### config.mk
export PLATFORM = sky130hd
export DESIGN_NAME = nibble_serial_adder_ctrl
export DESIGN_NICKNAME = d
export VERILOG_FILES = /design/src/rtl/adder_pkg.sv /design/src/rtl/nibble_shift_reg.sv /design/src/rtl/nibble_serial_adder_ctrl.sv
export SDC_FILE = /design/constraint.sdc
export NUM_CORES = 1
export LEC_CHECK = 0
export CORE_MARGIN = 4
export CORE_UTILIZATION = 48
export DETAILED_ROUTE_END_ITERATION = 10
export PLACE_DENSITY = 0.79
export SETUP_SLACK_MARGIN = 0.3
export SYNTH_ARGS = -nofsm -noshare
export SYNTH_HDL_FRONTEND = slang
export SYNTH_SLANG_ARGS = --single-unit
### constraint.sdc
create_clock -name Clk -period 1.55 [get_ports Clk]
set_input_delay 0.31 -clock Clk [delete_from_list [all_inputs] [get_ports Clk]]
set_output_delay 0.31 -clock Clk [all_outputs]
set_load 0.05 [all_outputs]
### src/rtl/adder_pkg.sv
// Shared types and constants for the nibble-serial adder sequencer.
package adder_pkg;

  localparam int unsigned NIBBLE_W = 4;

  typedef enum logic [1:0] {IDLE, CALC, DONE} add_state_t;

endpackage

### src/rtl/nibble_shift_reg.sv
// WIDTH-bit register with parallel load, right shift by one nibble and
// serial nibble insert at the top. Synchronous active-low reset.
module nibble_shift_reg
  import adder_pkg::*;
#(
  parameter int unsigned WIDTH = 16
) (
  input  logic                clk_i,
  input  logic                rst_ni,
  input  logic                load_i,
  input  logic [WIDTH-1:0]    load_val_i,
  input  logic                shift_i,
  input  logic [NIBBLE_W-1:0] nib_i,
  output logic [NIBBLE_W-1:0] nib_o,
  output logic [WIDTH-1:0]    shifted_o
);

  logic [WIDTH-1:0] q_q;

  assign nib_o     = q_q[NIBBLE_W-1:0];
  assign shifted_o = {nib_i, q_q[WIDTH-1:NIBBLE_W]};

  always_ff @(posedge clk_i) begin
    if (!rst_ni) begin
      q_q <= '0;
    end else if (load_i) begin
      q_q <= load_val_i;
    end else if (shift_i) begin
      q_q <= shifted_o;
    end
  end

endmodule

### src/rtl/nibble_serial_adder_ctrl.sv
// Multi-cycle WIDTH-bit adder that drives one external 4-bit CLA slice per cycle.
// Define OVF_DETECT_EN to register signed overflow on Ovf; otherwise Ovf is tied low.
module nibble_serial_adder_ctrl
  import adder_pkg::*;
#(
  parameter int unsigned WIDTH = 16
) (
  input  logic                Clk,
  input  logic                Reset_n,
  input  logic                Run,
  input  logic [WIDTH-1:0]    A,
  input  logic [WIDTH-1:0]    B,
  input  logic                Cin,
  output logic                Busy,
  output logic                Done,
  output logic [WIDTH-1:0]    Sum,
  output logic                Cout,
  output logic                Ovf,
  output logic [NIBBLE_W-1:0] slice_a,
  output logic [NIBBLE_W-1:0] slice_b,
  output logic                slice_cin,
  input  logic [NIBBLE_W-1:0] slice_s,
  input  logic                slice_pg,
  input  logic                slice_gg
);

  localparam int unsigned NIBBLES = WIDTH / NIBBLE_W;
  localparam int unsigned CntW    = (NIBBLES > 2) ? $clog2(NIBBLES) : 1;

  add_state_t          state_q;
  logic [CntW-1:0]     cnt_q;
  logic                carry_q;
  logic                busy_q;
  logic                done_q;
  logic [WIDTH-1:0]    sum_q;
  logic                cout_q;

  logic                start;
  logic                calc;
  logic                last;
  logic                carry_d;
  logic [NIBBLE_W-1:0] a_nib;
  logic [NIBBLE_W-1:0] b_nib;
  logic [WIDTH-1:0]    s_shifted;
  logic [WIDTH-1:0]    a_shift_unused;
  logic [WIDTH-1:0]    b_shift_unused;
  logic [NIBBLE_W-1:0] s_nib_unused;

  assign start   = (state_q == IDLE) && Run;
  assign calc    = (state_q == CALC);
  assign last    = calc && (cnt_q == CntW'(NIBBLES - 1));
  assign carry_d = slice_gg | (slice_pg & carry_q);

  nibble_shift_reg #(.WIDTH(WIDTH)) u_a_reg (
    .clk_i      (Clk),
    .rst_ni     (Reset_n),
    .load_i     (start),
    .load_val_i (A),
    .shift_i    (calc),
    .nib_i      ('0),
    .nib_o      (a_nib),
    .shifted_o  (a_shift_unused)
  );

  nibble_shift_reg #(.WIDTH(WIDTH)) u_b_reg (
    .clk_i      (Clk),
    .rst_ni     (Reset_n),
    .load_i     (start),
    .load_val_i (B),
    .shift_i    (calc),
    .nib_i      ('0),
    .nib_o      (b_nib),
    .shifted_o  (b_shift_unused)
  );

  // Slice sums enter at the top, so after NIBBLES shifts the result is aligned.
  nibble_shift_reg #(.WIDTH(WIDTH)) u_s_reg (
    .clk_i      (Clk),
    .rst_ni     (Reset_n),
    .load_i     (start),
    .load_val_i ('0),
    .shift_i    (calc),
    .nib_i      (slice_s),
    .nib_o      (s_nib_unused),
    .shifted_o  (s_shifted)
  );

  always_comb begin
    slice_a   = '0;
    slice_b   = '0;
    slice_cin = 1'b0;
    if (calc) begin
      slice_a   = a_nib;
      slice_b   = b_nib;
      slice_cin = carry_q;
    end
  end

  always_ff @(posedge Clk) begin
    if (!Reset_n) begin
      state_q <= IDLE;
      cnt_q   <= '0;
      carry_q <= 1'b0;
      busy_q  <= 1'b0;
      done_q  <= 1'b0;
      sum_q   <= '0;
      cout_q  <= 1'b0;
    end else begin
      done_q <= 1'b0;
      case (state_q)
        IDLE: begin
          if (Run) begin
            state_q <= CALC;
            busy_q  <= 1'b1;
            cnt_q   <= '0;
            carry_q <= Cin;
          end
        end
        CALC: begin
          carry_q <= carry_d;
          cnt_q   <= cnt_q + 1'b1;
          if (last) begin
            // Publish only the complete result; Sum never shows partial nibbles.
            state_q <= DONE;
            done_q  <= 1'b1;
            sum_q   <= s_shifted;
            cout_q  <= carry_d;
          end
        end
        DONE: begin
          state_q <= IDLE;
          busy_q  <= 1'b0;
        end
        default: begin
          state_q <= IDLE;
          busy_q  <= 1'b0;
        end
      endcase
    end
  end

`ifdef OVF_DETECT_EN
  logic ovf_q;

  // Carry into the MSB xor carry out, recovered from the MSB nibble's bits.
  always_ff @(posedge Clk) begin
    if (!Reset_n) begin
      ovf_q <= 1'b0;
    end else if (last) begin
      ovf_q <= a_nib[NIBBLE_W-1] ^ b_nib[NIBBLE_W-1] ^ slice_s[NIBBLE_W-1] ^ carry_d;
    end
  end

  assign Ovf = ovf_q;
`else
  assign Ovf = 1'b0;
`endif

  assign Busy = busy_q;
  assign Done = done_q;
  assign Sum  = sum_q;
  assign Cout = cout_q;

endmodule
Word-level counts from Yosys, hierarchy flattened
Index checks and enable logic that the tools add are counted.
- output and inout port bits: 29
- bits of input ports: 42
- register bits: 72
- logic and storage cells: 47
- equal/unequal tests: 4
- add/sub/neg operators: 1
- mux-type cells: 17
- bitwise logic cells: 4
- reductions and logical operators: 11
- operators by type and width (operator ; count):
    $mux W16 ; 4
    $reduce_and A2 Y1 ; 5
    $mux W4 ; 2
    $pmux W2 S2 ; 2
    $mux W2 ; 3
    $mux W1 ; 4
    $pmux W1 S2 ; 2
    $reduce_bool A2 Y1 ; 2
    $add A2 B1 Y2 const B ; 1
    $eq A2 B1 Y1 const B ; 1
    $eq A2 B2 Y1 const B ; 1
    $logic_and A1 B1 Y1 ; 2
    $logic_not A2 Y1 ; 1
    $ne A2 B1 Y1 const B ; 1
    $ne A2 B2 Y1 const B ; 1
    $not A1 Y1 ; 2
    $reduce_or A2 Y1 ; 1
    $and A1 B1 Y1 ; 1
    $or A1 B1 Y1 ; 1

Logic depth before layout (Yosys ltp)
Gate-level depths: netlist of run 1.
- depth in word-level cells: 4
- gate-level depth with buffers: 5

Cells and area by module
From an unflattened synthesis of run 1, not the netlist that was laid out.
- cells, all modules: 340
- area total of the unflattened synthesis: 3632.2 µm²
- by module, submodules not included (module ; area an instance (µm²) ; cells each ; times used):
    nibble_shift_reg ; 882.1 ; 75 ; 3
    nibble_serial_adder_ctrl ; 985.9 ; 115 ; 1

Worst setup path after synthesis of run 1
OpenSTA, ideal clock, no wires.
- path type: flip-flop to output port
- start point: register state_q[0]
- end point: output port slice_cin
- path slack: -0.250 ns
- buffers on the path: 2
- required time: 1.240 ns
- arrival time: 1.490 ns
- cell stages (with the launch flop): 5
- cells stage by stage: dfxtp_1 -> buf_2 -> nand2b_1 -> clkbuf_1 -> nor2_1
- word-level cells in the longest chain between the ends: 2
- ends and longest elaborated chain (element ; RTL line ; text):
    start, declared ; nibble_serial_adder_ctrl.sv:30 ; add_state_t state_q;
    start signal, assigned ; nibble_serial_adder_ctrl.sv:101 ; state_q <= IDLE;
    start signal, assigned ; nibble_serial_adder_ctrl.sv:113 ; state_q <= CALC;
    start signal, assigned ; nibble_serial_adder_ctrl.sv:124 ; state_q <= DONE;
    $eq A2 B1 Y1 ; nibble_serial_adder_ctrl.sv:50 ; assign calc = (state_q == CALC);
    $mux W1 ; nibble_serial_adder_ctrl.sv:92 ; if (calc) begin
    end, declared ; nibble_serial_adder_ctrl.sv:21 ; output logic slice_cin,
Every way passes these cells.

Worst setup path in the final report of run 1
- start point: register state_q[1]
- end point: register u_a_reg.q_q[8]
- word-level cells in the longest chain between the ends: 3
- elaborated cells between the ends (all ways): 5
- ends and longest elaborated chain (element ; RTL line ; text):
    $logic_not A2 Y1 ; nibble_serial_adder_ctrl.sv:49 ; assign start = (state_q == IDLE) && Run;
    $logic_and A1 B1 Y1 ; nibble_serial_adder_ctrl.sv:49 ;
    $mux W16 or $reduce_bool A2 Y1 (tied branches) ; n/a ;
    end signal, assigned ; nibble_shift_reg.sv:27 ; q_q <= load_val_i;
    end signal, assigned ; nibble_shift_reg.sv:29 ; q_q <= shifted_o;
    end, declared ; nibble_shift_reg.sv:18 ; logic [WIDTH-1:0] q_q;
Several ways; a longest one is shown, not always the timed one.
A chain may end at the register's enable or synchronous reset.

==> results of run 1 <==
## worst paths after layout
kind,startpoint,end,slack [ns]
worst min register to register,Sum[13],Sum[13],0.46
worst max-delay path,state_q[1],u_a_reg.q_q[8],-0.04
worst max register to register,state_q[1],u_a_reg.q_q[8],-0.04
worst min-delay path,Sum[13],Sum[13],0.46
## registers in the layout, indices dropped and copies added (netlist names)
| name | cells |
|---|---|
| Sum | 16 |
| u_a_reg.q_q | 16 |
| u_b_reg.q_q | 16 |
| u_s_reg.q_q | 12 |
| cnt_q | 2 |
| state_q | 2 |
| Busy | 1 |
| Cout | 1 |
| Done | 1 |
| carry_q | 1 |
## timing repair
item | 4_1_cts | 5_1_grt
cloned | 7 | 1
buffers inserted | 10 | 3
gates resized for setup | 33 | 72
endpoints found under the setup margin | 49 | 68
pin swaps | 8 | 21
## final cells by class
cell class | count | area (µm²) | area share
repair buffers | 102 | 1329 | 0.2941
clock buffers | 12 | 145.1 | 0.03212
inverters | 3 | 11.26 | 0.002492
well taps | 72 | 90.09 | 0.01994
multi-input cells | 239 | 1573 | 0.3481
flip-flops and latches | 68 | 1370 | 0.3032
## worst register-to-register path: stages (launching register included)
cell and delay, ns:
dfxtp_4 0.39, buf_6 0.13, or3b_4 0.45, buf_4 0.18, buf_16 0.13, o21ai_2 0.13, a21oi_1 0.07
## cells in the mapped netlist
master     number
a21boi_0       21
a21boi_1        4
a21oi_1        53
and2_1         11
and3_1          1
and3b_1         1
buf_2          11
buf_4           2
buf_6           3
clkbuf_1       10
clkinv_1        1
conb_1          1
dfxtp_1        68
ha_1            1
inv_1           2
nand2_1        83
nand2_2         1
nand2b_1        2
nand3_1         9
nand3b_1        1
nor2_1          6
nor2b_1         1
nor3b_4         1
o211a_1         2
o21a_1          1
o21ai_0         9
o21ai_1        15
o21ai_2         1
o21ba_2         1
o22ai_1         4
o2bb2ai_1       5
or2b_1          1
or3b_1          1
## cells in the final DEF (no fill, tap or decap), types with 5 or more instances in the layout
master           count
dfxtp_1             65
nand3_2              8
buf_4               23
o21ai_0              8
o21ai_4              6
nand2_1             80
nor2_1               5
o2bb2ai_1            5
clkbuf_8            10
clkdlybuf4s50_1     39
a21oi_2             17
and2_4               8
a21oi_1             36
a21boi_1            16
buf_6                7
o21ai_2             11
buf_12              25
a21boi_2             5
## kinds of logic (layout without fill, tap and decap cells)
kind of cell               Yosys count  after routing  synth area share
and+or+nand+nor                    119            121            0.1930
AOI/OAI and AO/OA                  116            116            0.2503
DFF                                 68             68            0.4952
buffers and inverters               29            117           0.05553
adders and majority gates            1              1          0.004551
other                                1              1          0.001364
## routing by layer
layer	routed length, µm	part of all wire	track usage
met1	3820	0.38	0.2963
met4	374	0.037	0.1213
met2	5028	0.50	0.4252
met5	0	0	0
met3	852	0.085	0.06120
## per-stage QoR
step                worst slack (ns)  total power [mW]
floorplan                     0.2836             2.262
global placement             -0.1626             2.484
detailed placement           -0.1755             2.498
CTS                          0.01142             3.802
global route                -0.08551             4.073
finish                      -0.04251             3.992
## report_power, final
group	leakage (nW)	internal, mW	switching [mW]	total, mW
Clock	0.0743	0.591	0.645	1.24
Combinational	1.05	0.425	0.434	0.860
Sequential	0.558	1.83	0.0631	1.90
==> metrics.txt, run 1 <==
FF-to-FF path depth 6; status finished, violations left; share of layout cells above drive strength 1 0.3396; Yosys reg bits just under 70; Clock Path Buffers 2; initial core utilization 0.4962; f_max between 600 and 700 MHz; buffer type at the clock tree root clkbuf_8; crit-path max FO 6; number of I/O pins 71; GRT Total Usage 0.2511; total number of vias 3008; hold path cells 2; synth unique cells 33; yosys warns 0; drt wl/cell approximately 20 µm; path type of the worst min-delay path reg2reg; vias in the first global route approximately 2900; final instance area approximately 4500 µm²; Clock Pin Slew Worst Setup and Hold Paths roughly 0.070 ns; largest net degree at the start of global routing 40; Final TNS setup -0.2092 ns; Tmin final between 1.5 and 2 ns; max incr delay on CP 0.45 ns; hold buffers post-CTS 0; CP endpoint kind flop; max-slew violations 0; DRT Pass-1 Iters 5; post-layout util 0.8155; CP Launch Type flop; period utilization 1.027; crit path kind reg2reg; drt drc 0; synthesized area per cell around 8.2 µm²; cell at the slowest stage of the critical path or3b_4; Max-cap violations 0; PD cells around 900 nW/µm²; Setup Skew about 0.013 ns; Mapped Area around 2700 µm²; # setup viols final 11; area leader, netlist dfxtp_1; Post-Layout Cell Count roughly 500; Post-DP Area between 3000 and 4000 µm²; CTS Sinks 68; Setup WS post-layout -0.04251 ns; Seq/Total Area, Yosys 0.4952; Area Growth Syn to Fin 64.36%; worst hold slack roughly 0.46 ns; worst-margin pin slew between 0.5 and 0.6 ns; Post-DRT Antenna Nets 0; final hold violation count 0; Yosys top cell area share 0.4952; gpl congestion 0.8219; CTS tree built; maximum vdd drop ~0.87 mV; Crit path depth 6; RSZ-0062 raised after global routing true; CP arrival between 1.5 and 2 ns; CP Cell Sequence buf_6 -> or3b_4 -> buf_4 -> buf_16 -> o21ai_2 -> a21oi_1; Layout Nets 466; htree depth 3; Crit path max-delay family simple AND/OR/NAND/NOR gates; WP buf/inv 3; Worst Path Required between 1.5 and 2 ns; die height 83.68 µm; syn_nets between 300 and 400; relative slew slack 0.6115; Synth area leaders dfxtp_1 (50%), nand2_1 (11%), a21oi_1 (9.6%); initial DRC count 314; PortBufs 69; Syn Inst Count approximately 330; violated checks setup timing; Die ar. between 7000 and 8000 µm²; Num CTS Buffers 9; CORE AREA ~5500 µm²; DR vias/cell 6.065; antenna cells 0; grt ovf 0; dpl cells between 400 and 500; number of fill cells in the layout just under 300; Final Routed Wirelength ~10 mm; num rows 27; initial antenna violation count 0; Skew-Pair Late Insertion Delay between 0.3 and 0.4 ns; Lkg Pwr between 1.5 and 2 nW; first-pass GRT wire length 14.10 mm; Die Wd around 84 µm; Final HPWL DP about 4.5 mm
No activity file was read; power rests on OpenSTA's default activity.
==> inputs of run 2 (changes only) <==
--- a/config.mk
+++ b/config.mk
@@ -5,8 +5,8 @@
 export SDC_FILE = /design/constraint.sdc
 export NUM_CORES = 1
 export LEC_CHECK = 0
-export CORE_MARGIN = 4
 export CORE_UTILIZATION = 48
+export CTS_CLUSTER_SIZE = 40
 export DETAILED_ROUTE_END_ITERATION = 10
 export PLACE_DENSITY = 0.79
 export SETUP_SLACK_MARGIN = 0.3
==> run 2 against run 1 <==
  * The run still ends with setup timing left
  * Critical path depth increased by 3
  * Combinational power increased by 9.8%
  * First-iteration DRC count decreased by 33%
  * Setup slack got worse by 0.023 ns
  * Power increased by 16%
  * Wire length increased by 1.6%
  * Clock-buffer cell count decreased by 1
  * Clock power increased by 43%
  * Design area increased by 4.1%
  * Critical endpoint is now u_b_reg.q_q[12]
==> metrics.txt, run 2 (same netlist as run 1, synthesis figures left out) <==
status finished, violations left; violated checks setup timing; Layout Nets 471 (+1.1%); CORE AREA 5507 µm² (-0.61%); commonest non-fill, non-tap cell in the layout nand2_1; DRT Pass-1 Iters 5 (unchanged); # setup viols final 15 (+4); CP arrival 1.88 ns (+0.06 ns); Clock Path Buffers 2 (unchanged); CP dominant cell by count buf_6; Final Power 4.625 mW (+16%); Final TNS setup -0.4032 ns (-0.1941 ns); Post-DRT Antenna Nets 0 (unchanged); largest net degree at the start of global routing 59 (+48%); Final Routed Wirelength 10.24 mm (+1.6%); Die ar. 6033 µm² (-14%); gpl congestion 0.8160 (-0.72%); Tmin final 1.616 ns (+0.02342 ns); Area Growth Syn to Fin 71.05%; number of fill cells in the layout 277 (-6.4%); max-slew violations 0 (unchanged); CP Launch Type flop; f_max 618.8 MHz (-1.4%); DR vias/cell 5.800 (-4.4%); drt drc 0 (unchanged); PD cells 983.7 nW/µm² (+11%); PortBufs 69 (unchanged); Setup Skew 0.02468 ns (+0.01151 ns); worst hold slack 0.4620 ns (+0.003465 ns); path type of the worst min-delay path reg2reg; period utilization 1.043 (+0.01511); highest-count cells in the layout ignoring fill and taps nand2_1 (79), dfxtp_1 (64), clkdlybuf4s50_1 (41), a21oi_1 (27), a21oi_2 (25); CP Cell Sequence buf_6 -> buf_6 -> nor3b_4 -> buf_6 -> buf_6 -> buf_12 -> buf_16 -> nand2_1 -> a21boi_1; num rows 27 (unchanged); final instance area 4702 µm² (+4.1%); GRT met1 Usage 0.3489 (+0.05254); Place WS -0.2698 ns (-0.09428 ns); final hold violation count 0 (unchanged); Post-Layout Cell Count 505 (+1.8%); Skew-Pair Late Insertion Delay 0.36 ns (about the same); first-pass GRT wire length 13.62 mm (-3.4%); CP endpoint kind flop; Num CTS Buffers 9 (unchanged); post-layout util 0.8539 (+0.03841); crit path kind reg2reg; Final HPWL DP 4.266 mm (-6.2%); initial core utilization 0.4992 (+0.003044); Worst Path Required 1.81 ns (+0.03 ns); share of layout cells above drive strength 1 0.3834 (+0.04375); Max-cap violations 0 (unchanged); antenna cells 0 (unchanged); initial DRC count 209 (-33%); Clock Pin Slew Worst Setup and Hold Paths 0.07 ns (about the same); die height 77.68 µm (-7.2%); total number of vias 2929 (-2.6%); grt ovf 0 (unchanged); CTS Sinks 68 (unchanged); M2 GR Usage 0.4920 (+0.06687); drt wl/cell 20.27 µm (-0.20%); busiest layer in global routing met2; vias in the first global route 2824 (-1.7%); maximum vdd drop 0.7914 mV (-9.1%); initial antenna violation count 0 (unchanged); Setup WS post-layout -0.06593 ns (-0.02342 ns); max incr delay on CP 0.40 ns (-0.05 ns); RSZ-0062 raised after global routing true; dpl cells 462 (-0.22%); met3 usage 0.07059 (+0.009384); buffer type at the clock tree root clkbuf_8; cell at the slowest stage of the critical path dfxtp_4; crit-path max FO 6 (unchanged); Post-DP Area 3681 µm² (-0.41%); number of I/O pins 71 (unchanged); Die Wd 77.68 µm (-7.2%); htree depth 3 (unchanged); Lkg Pwr 1.746 nW (+3.9%); GRT Total Usage 0.2930 (+0.04184); CTS tree built
## run 2: cell count changes in the layout (fill, tap and decap cells not counted), sizes merged, moves of 2 or more
cell | before | now
bufinv | 0 | 3
buf | 59 | 64
bufbuf | 2 | 0
clkdlybuf4s50 | 39 | 41
clkinv | 1 | 3
## run 2: worst paths after layout
check                 start         endpoint  slack, ns  depth (start not counted)
min          u_s_reg.q_q[5]           Sum[1]       0.46                          2
min reg2reg  u_s_reg.q_q[5]           Sum[1]       0.46                          2
max              state_q[1]  u_b_reg.q_q[12]      -0.07                          9
max reg2reg      state_q[1]  u_b_reg.q_q[12]      -0.07                          9
## run 2: final cells by class
class | count | area (µm²) | share of cell area
well taps | 72 | 90.09 | 0.01916
flip-flops and latches | 68 | 1371 | 0.2916
multi-input cells | 240 | 1660 | 0.3531
repair buffers | 106 | 1334 | 0.2837
inverters | 3 | 15.01 | 0.003193
clock buffers | 11 | 131.4 | 0.02794
clock inverters | 5 | 100.1 | 0.02129
## run 2: metal layers
layer	part of all wire	routed length (µm)
met5	0	0
met1	0.42	4280
met3	0.063	640
met2	0.49	5053
met4	0.026	262
## run 2: power by group
part           leakage, nW  internal [mW]  total (mW)  switching (mW)
combinational         1.07          0.478       0.944           0.466
clock                0.117           1.07        1.77           0.703
sequential           0.558           1.83        1.91          0.0792
## run 2: timing repair
item	in CTS	in global routing
setup endpoints to repair	51	75
gates resized for setup	52	80
hold buffers	0	0
setup buffers	12	6
cloned	8	1
pin swaps	21	28
## run 2: critical path: cells and delay by family, from the launching register on
kind	cells	cell delay (ns)
AND/OR/NAND/NOR	2	0.25
flip-flops	1	0.40
buffers and inverters	6	0.73
AO/OA/AOI/OAI	1	0.14
